### src/rtl/axi_beat_gen.sv
`default_nettype none
// ============================================================================
//  Module      : axi_beat_gen
//  Description : Splits INCR/WRAP burst commands into single addressed beats
//                {id, addr, data} presented to a downstream FIFO through a
//                one-entry valid/ready output register.
//  Revision    : 1.0 - initial release
// ============================================================================
module axi_beat_gen #(
    parameter int ID_WIDTH   = 3,
    parameter int ADDR_WIDTH = 32,
    parameter int DATA_WIDTH = 32,
    parameter int LEN_WIDTH  = 4
) (
    input  logic                                     clk,
    input  logic                                     rstn,
    input  logic                                     cmd_valid,
    output logic                                     cmd_ready,
    input  logic [ID_WIDTH-1:0]                      cmd_id,
    input  logic [ADDR_WIDTH-1:0]                    cmd_addr,
    input  logic [LEN_WIDTH-1:0]                     cmd_len,
    input  logic                                     cmd_wrap,
    input  logic                                     wdata_valid,
    output logic                                     wdata_ready,
    input  logic [DATA_WIDTH-1:0]                    wdata,
    output logic [ID_WIDTH+ADDR_WIDTH+DATA_WIDTH-1:0] out_AXI,
    output logic                                     dvalid,
    input  logic                                     dready,
    output logic                                     dlast,
    output logic                                     err_wrap
);

    localparam int                    c_STEP_BYTES = DATA_WIDTH / 8;
    localparam int                    c_STEP_SHIFT = $clog2(c_STEP_BYTES);
    localparam logic [ADDR_WIDTH-1:0] c_STEP       = ADDR_WIDTH'(c_STEP_BYTES);
    localparam logic [ADDR_WIDTH-1:0] c_LOW_MASK   = ADDR_WIDTH'(c_STEP_BYTES - 1);

    localparam logic [0:0] S_IDLE  = 1'b0;
    localparam logic [0:0] S_BURST = 1'b1;

    logic [0:0]            r_state;
    logic [0:0]            w_state_nxt;

    logic [ID_WIDTH-1:0]   r_id;
    logic [ADDR_WIDTH-1:0] r_addr;
    logic [ADDR_WIDTH-1:0] r_mask;
    logic                  r_wrap;
    logic [LEN_WIDTH-1:0]  r_beats_left;
    logic [ID_WIDTH+ADDR_WIDTH+DATA_WIDTH-1:0] r_out;
    logic                  r_dvalid;
    logic                  r_dlast;
    logic                  r_err_wrap;

    logic                  w_cmd_ready;
    logic                  w_wdata_ready;
    logic                  w_cmd_hs;
    logic                  w_wd_hs;
    logic                  w_out_hs;
    logic                  w_last_beat;
    logic                  w_wrap_legal;
    logic [ADDR_WIDTH-1:0] w_wrap_mask;
    logic [ADDR_WIDTH-1:0] w_addr_inc;
    logic [ADDR_WIDTH-1:0] w_addr_nxt;

    assign w_cmd_hs    = cmd_valid && w_cmd_ready;
    assign w_wd_hs     = wdata_valid && w_wdata_ready;
    assign w_out_hs    = r_dvalid && dready;
    assign w_last_beat = (r_beats_left == '0);

    // Only power-of-two beat counts (2/4/8/16) form a legal wrap window.
    assign w_wrap_legal = (cmd_len == LEN_WIDTH'(1)) || (cmd_len == LEN_WIDTH'(3)) ||
                          (cmd_len == LEN_WIDTH'(7)) || (cmd_len == LEN_WIDTH'(15));
    assign w_wrap_mask  = ((ADDR_WIDTH'(cmd_len) + ADDR_WIDTH'(1)) << c_STEP_SHIFT) - ADDR_WIDTH'(1);

    // Step from the aligned address so an unaligned INCR start realigns on beat 2.
    assign w_addr_inc = (r_addr & ~c_LOW_MASK) + c_STEP;
    assign w_addr_nxt = r_wrap ? ((r_addr & ~r_mask) | (w_addr_inc & r_mask)) : w_addr_inc;

    // State register.
    always_ff @(posedge clk or posedge rstn) begin
        if (rstn) begin
            r_state <= S_IDLE;
        end else begin
            r_state <= w_state_nxt;
        end
    end

    // Next-state: leave IDLE on command accept, return after the last data beat.
    always_comb begin
        w_state_nxt = r_state;
        case (r_state)
            S_IDLE:  if (w_cmd_hs) w_state_nxt = S_BURST;
            S_BURST: if (w_wd_hs && w_last_beat) w_state_nxt = S_IDLE;
            default: w_state_nxt = S_IDLE;
        endcase
    end

    // Handshake outputs; both are held low while reset is asserted.
    always_comb begin
        w_cmd_ready   = 1'b0;
        w_wdata_ready = 1'b0;
        if (!rstn) begin
            w_cmd_ready   = (r_state == S_IDLE);
            w_wdata_ready = (r_state == S_BURST) && (!r_dvalid || dready);
        end
    end

    // Burst context, address sequencing and the output beat register.
    always_ff @(posedge clk or posedge rstn) begin
        if (rstn) begin
            r_id         <= '0;
            r_addr       <= '0;
            r_mask       <= '0;
            r_wrap       <= 1'b0;
            r_beats_left <= '0;
            r_out        <= '0;
            r_dvalid     <= 1'b0;
            r_dlast      <= 1'b0;
            r_err_wrap   <= 1'b0;
        end else begin
            if (w_cmd_hs) begin
                r_id         <= cmd_id;
                r_addr       <= cmd_addr;
                r_beats_left <= cmd_len;
                r_wrap       <= cmd_wrap && w_wrap_legal;
                r_mask       <= w_wrap_mask;
                if (cmd_wrap && !w_wrap_legal) begin
                    r_err_wrap <= 1'b1;
                end
            end else if (w_wd_hs) begin
                r_addr <= w_addr_nxt;
                if (!w_last_beat) begin
                    r_beats_left <= r_beats_left - LEN_WIDTH'(1);
                end
            end

            if (w_wd_hs) begin
                r_out    <= {r_id, r_addr, wdata};
                r_dvalid <= 1'b1;
                r_dlast  <= w_last_beat;
            end else if (w_out_hs) begin
                r_dvalid <= 1'b0;
            end
        end
    end

    assign cmd_ready   = w_cmd_ready;
    assign wdata_ready = w_wdata_ready;
    assign out_AXI     = r_out;
    assign dvalid      = r_dvalid;
    assign dlast       = r_dlast;
    assign err_wrap    = r_err_wrap;

endmodule
`default_nettype wire

### config.mk
export PLATFORM = sky130hd
export DESIGN_NAME = axi_beat_gen
export DESIGN_NICKNAME = d
export VERILOG_FILES = /design/src/rtl/axi_beat_gen.sv
export SDC_FILE = /design/constraint.sdc
export NUM_CORES = 1
export LEC_CHECK = 0
export BUFFER_PORTS_ARGS = -buffer_cell sky130_fd_sc_hd__buf_2
export CAP_MARGIN = 25
export CORE_AREA = 2 2 165 102
export DETAILED_ROUTE_END_ITERATION = 6
export DIE_AREA = 0 0 167 104
export GPL_ROUTABILITY_DRIVEN = 0
export PLACE_DENSITY = 0.55
export SYNTH_ARGS = -nofsm -noshare
export SYNTH_HDL_FRONTEND = slang
export SYNTH_SLANG_ARGS = --single-unit
### constraint.sdc
create_clock -name clk -period 5.05 [get_ports clk]
set_clock_uncertainty 0.15 [all_clocks]
set_input_delay 1.01 -clock clk [delete_from_list [all_inputs] [get_ports clk]]
set_output_delay 1.01 -clock clk [all_outputs]
set_load 0.02 [all_outputs]
==> results.sh, run 1 <==
export IMPL_pre_cts_slack_ns=1.68
export IMPL_grt_pass1_vias=4903
export IMPL_syn_inst=616
export IMPL_cts_sinks=118
export IMPL_cp_max_fo=14
export IMPL_ys_warn_count=0
export IMPL_io_pins=149
export IMPL_fin_total_pwr_mw=4.48
export IMPL_power_density_nw_per_um2=645
export IMPL_grt_overflow=0
export IMPL_antenna_found_initial=0
export IMPL_relSlewSlack_pct=34.4
export IMPL_crit_path_end_kind="flop"
export IMPL_worstRegToRegCells=5
export IMPL_dieArea_um2=17400
export IMPL_instances_no_fill=976
export IMPL_io_buffer_count=148
export IMPL_gr_usage_all_layers_pct=18.5
export IMPL_hold_path_class="flop to flop"
export IMPL_ir_drop_v=0.000253
export IMPL_ys_flop_type="dfrtp_1"
export IMPL_worstHoldStart="out_AXI[1]"
export IMPL_yosysUniqueCellTypes=51
export IMPL_vias=4965
export IMPL_maxCapViolations=0
export IMPL_tritoncts="built"
export IMPL_finalWorstSetupSlack_ns=2.07
export IMPL_grt_max_degree=83
export IMPL_cts_setup_buffers=0
export IMPL_worst_slew_pin_slew_ns=0.980
export IMPL_cts_resized=0
export IMPL_root_buffer="clkbuf_16"
export IMPL_nNetsFinal=835
export IMPL_h_tree_depth=4
export IMPL_r2r_setup_slack_ns=2.40
export IMPL_synth_area_um2=5450
export IMPL_async_flop_share_pct=100
export IMPL_p_leak_nw=3.57
export IMPL_synthToLayoutAreaGrowth_pct=27.6
export IMPL_startpoint_type="input port"
export IMPL_final_hold_viol_count=0
export IMPL_syn_num_nets=697
export IMPL_reg2reg_from="dvalid"
export IMPL_design_core_area_um2=15900
export IMPL_clk_path_buf_depth=2
export IMPL_wl_um=15600
export IMPL_via_per_inst=5.09
export IMPL_cts_buffers=17
export IMPL_nFillCells=1616
export IMPL_initial_utilization_pct=34.2
export IMPL_finalCritPeriodShare_pct=59.0
export IMPL_clk_pin_slew_worst_paths_ns=0.06
export IMPL_final_max_slew_viol_count=0
export IMPL_ctsHoldBuffers=0
export IMPL_fin_crit_ns=2.98
export IMPL_dp_cells=944
export IMPL_dp_hpwl_um=10800
export IMPL_worstPathRequired_ns=5.19
export IMPL_ys_ff_latch=118
export IMPL_drive_gt1_share_pct=25.8
export IMPL_synth_edf_count=0
export IMPL_row_count=36
export IMPL_dr_pass1_iters=5
export IMPL_holdPathStages=2
export IMPL_timing_fmax_mhz=335
export IMPL_fin_tns_setup_ns=0
export IMPL_drc_errors=0
export IMPL_worstSkewPairLatency_ns=0.42
export IMPL_status="complete, no violations"
export IMPL_crit_arrival_ns=3.12
export IMPL_setup_viol=0
export IMPL_drt_iter0_drc=343
export IMPL_worstSetupPathType="input port to flop"
export IMPL_yosysSeqAreaShare_pct=54.2
export IMPL_wl_per_cell_um=16.0
export IMPL_cp_startpoint="dready"
export IMPL_dieWidth_um=167
export IMPL_ant_nets=0
export IMPL_die_y_um=104
export IMPL_rsz0062_at_grt="false"
export IMPL_synth_avg_cell_area_um2=8.84
export IMPL_grt_pass1_wl_um=25500
export IMPL_antennaDiodeCount=0
cells by family after synthesis:
logic type      after synthesis  synth area share [%]
compound gates               89                  10.9
xor+xnor                      7                  1.13
fa+ha+maj                     4                 0.919
buf+inv                      45                  3.88
flops                       118                  54.2
mux                           2                 0.368
simple gates                351                  28.6
stage by stage:
stage | hold slack (ns) | cell area, µm² | util (%)
floorplan | 0.285 | 5450 | -
global placement | 0.299 | 6330 | 39.8
detailed placement | 0.307 | 6330 | 39.8
CTS | 0.323 | 6950 | 43.7
global route | 0.342 | 6950 | 43.7
finish | 0.320 | 6950 | 43.7
routing by layer:
metal  vias up  GRT usage (%)  routed length, µm
li1       2373              -                  -
met1      2382           27.0               7780
met2       194           26.9               6550
met3        16           5.21               1110
met4         0           5.05                144
met5         -              0                  0
placed cells by master, fill, tap and decap left out, types with 8 or more instances in the layout:
| cell | count |
|---|---|
| a21oi_1 | 8 |
| a221o_1 | 8 |
| buf_2 | 148 |
| clkbuf_16 | 17 |
| dfrtp_1 | 118 |
| inv_1 | 10 |
| nand2_1 | 251 |
| nand3_1 | 19 |
| nand4_1 | 9 |
| nor2_1 | 22 |
| nor3_1 | 8 |
| o21ai_0 | 31 |
synthesized netlist by cell type (5+ instances only):
cell      instances  area (µm²)
o311ai_0          7        61.3
o211ai_1          7        52.6
a21oi_1           8        40.0
nand3_1          20         100
o21ai_0          31         155
a31oi_1           7        43.8
dfrtp_1         118        2950
and3_1            7        43.8
buf_1             5        18.8
nor4_1            5        31.3
clkbuf_1         23        86.3
a221o_1           8        80.1
nand4_1           9        56.3
inv_1            11        41.3
nor3_1            8        40.0
nand2_1         251         942
nor2_1           22        82.6
worst max-delay path: stages:
cell	delay [ns]
buf_2	0.08
nand2b_1	0.30
and4_1	0.62
nor2_1	0.38
a22o_1	0.27
or3b_2	0.46
final timing paths:
kind / to
worst max-delay path: flop
worst min-delay path: out_AXI[1]
worst max register to register: flop
worst min register to register: out_AXI[1]
max in group asynchronous: out_AXI[11]
min in group asynchronous: out_AXI[55]
layout make-up:
cell class                      instances  area [µm²]  share of cell area [%]
Tap cell                              209         262                    3.77
Timing Repair Buffer                  153         778                    11.2
Clock buffer                           18         439                    6.32
Sequential cell                       118        2950                    42.5
Inverter                               11        43.8                   0.631
Clock inverter                         14         175                    2.52
Multi-Input combinational cell        453        2290                    33.0
report_power, final:
group	internal, mW	switching, mW	leakage, nW
Combinational	0.523	0.959	1.78
Sequential	1.39	0.350	1.50
Clock	0.793	0.468	0.293
Total	2.70	1.78	3.57
Power figures use the tool's default switching activity.
==> inputs of run 2 (changes only) <==
Settings changed: PLACE_DENSITY 0.55 to 0.58.
Clock period 5.05 ns to 2.48 ns, I/O delays scaled along.
==> results.sh, run 2 (synthesis results as in run 1) <==
export IMPL_clock_power_share_pct=28.7
export IMPL_use_met1_pct=27.0
export IMPL_gr_usage_all_layers_pct=18.3
export IMPL_cts_resized=0
export IMPL_wl_per_cell_um=15.8
export IMPL_cts_buffers=17
export IMPL_row_count=36
export IMPL_combinationalPowerShare_pct=33.4
export IMPL_tritoncts="built"
export IMPL_cts_sinks=118
export IMPL_p_int_mw=5.67
export IMPL_dieArea_um2=17400
export IMPL_final_max_slew_viol_count=0
export IMPL_whs_ns=0.0779
export IMPL_antenna_found_initial=0
export IMPL_drc_errors=0
export IMPL_ctsHoldBuffers=0
export IMPL_setup_viol=0
export IMPL_worstSetupPathType="flop to flop"
export IMPL_status="complete, no violations"
export IMPL_ir_drop_v=0.000534
export IMPL_maxCapViolations=0
export IMPL_nNetsFinal=846
export IMPL_worst_slew_pin_slew_ns=0.702
export IMPL_fin_tns_setup_ns=0
export IMPL_fin_crit_ns=2.34
export IMPL_antennaDiodeCount=0
export IMPL_ant_nets=0
export IMPL_io_buffer_count=148
export IMPL_mostFrequentLayoutCells="nand2_1, buf_2, dfrtp_1"
export IMPL_die_y_um=104
export IMPL_use_met3_pct=4.30
export IMPL_synthToLayoutAreaGrowth_pct=30.4
export IMPL_dp_hpwl_um=11400
export IMPL_timing_fmax_mhz=427
export IMPL_p_leak_nw=3.66
export IMPL_clk_path_buf_depth=2
export IMPL_worstSkewPairLatency_ns=0.41
export IMPL_crit_path_end_kind="flop"
export IMPL_grt_use_met2_pct=26.4
export IMPL_worstPathRequired_ns=2.61
export IMPL_drt_iter0_drc=333
export IMPL_rsz0062_at_grt="false"
export IMPL_grt_overflow=0
export IMPL_grt_max_degree=47
export IMPL_grt_pass1_wl_um=25400
export IMPL_design_core_area_um2=15900
export IMPL_dr_pass1_iters=5
export IMPL_io_pins=149
export IMPL_clk_pin_slew_worst_paths_ns=0.06
export IMPL_dieWidth_um=167
export IMPL_power_density_nw_per_um2=1310
export IMPL_relSlewSlack_pct=53.1
export IMPL_nFillCells=1572
export IMPL_hold_path_class="input port to async pin"
export IMPL_vias=4994
export IMPL_startpoint_type="flop"
export IMPL_cts_setup_buffers=0
export IMPL_final_common_cell="nand2_1"
export IMPL_final_hold_viol_count=0
export IMPL_grt_pass1_vias=4920
export IMPL_switching_power_mw=3.65
export IMPL_pwr_share_seq_pct=38.0
export IMPL_initial_utilization_pct=34.2
export IMPL_swShare_pct=39.2
export IMPL_h_tree_depth=4
export IMPL_busiest_layer="met1"
export IMPL_drive_gt1_share_pct=26.7
export IMPL_cp_max_fo=5
export IMPL_wl_um=15600
export IMPL_via_per_inst=5.06
export IMPL_root_buffer="clkbuf_16"
export IMPL_crit_arrival_ns=2.47
export IMPL_finalCritPeriodShare_pct=94.4
-- run 2: final cells by class --
type / instances / area, µm² / area share, %
clock buffer: 19 / 443 / 6.24
clock inverter: 13 / 194 / 2.73
inverter: 11 / 45.0 / 0.634
multi-input combinational: 453 / 2290 / 32.3
sequential: 118 / 2950 / 41.6
tap: 209 / 262 / 3.68
timing repair buffer: 164 / 911 / 12.8
-- run 2: path summary, 6_finish.rpt --
path	start	endpoint	slack [ns]	depth (start not counted)
worst min-delay path	rstn	async pin	0.08	2
worst min register to register	r_id[1]	out_AXI[65]	0.31	2
min in group clk	wdata[3]	out_AXI[3]	0.12	3
max in group asynchronous	rstn	out_AXI[39]	1.44	3
worst max register to register	flop	flop	0.14	6
worst max-delay path	flop	flop	0.14	6
-- run 2: critical path, stage by stage (launching register included) --
cell	delay, ns
dfrtp_1	0.49
ha_1	0.25
nand3_1	0.16
nor4_1	0.45
nand4_1	0.17
nand3_1	0.11
or3b_2	0.44
-- run 2: layer usage --
metal	part of all wire, %	vias to the layer above
met5	0	-
met4	1.3	0
met3	6.2	17
met2	43	177
met1	49	2411
li1	-	2389
-- run 2: through the flow --
| stage | cell area, µm² | power (mW) | setup slack [ns] | cells | utilization (%) |
|---|---|---|---|---|---|
| final | 7100 | 9.33 | 0.138 | 987 | 44.7 |
| after global routing | 7100 | 9.94 | 0.0306 | 987 | 44.7 |
| after CTS | 7100 | 9.40 | 0.199 | 987 | 44.7 |
| after detailed placement | 6460 | 6.69 | 0.146 | 955 | 40.7 |
| after global placement | 6460 | 6.57 | 0.253 | 955 | 40.7 |
| after floorplan | 5450 | 5.47 | 0.314 | 616 | - |
-- run 2: power groups by stage --
stage / Sequential (mW) / Combinational (mW) / Clock (mW)
global route: 3.69 / 3.42 / 2.82
floorplan: 4.09 / 1.38 / 0
finish: 3.54 / 3.11 / 2.67
global placement: 3.50 / 3.07 / 0
CTS: 3.54 / 3.15 / 2.72
detailed placement: 3.56 / 3.13 / 0
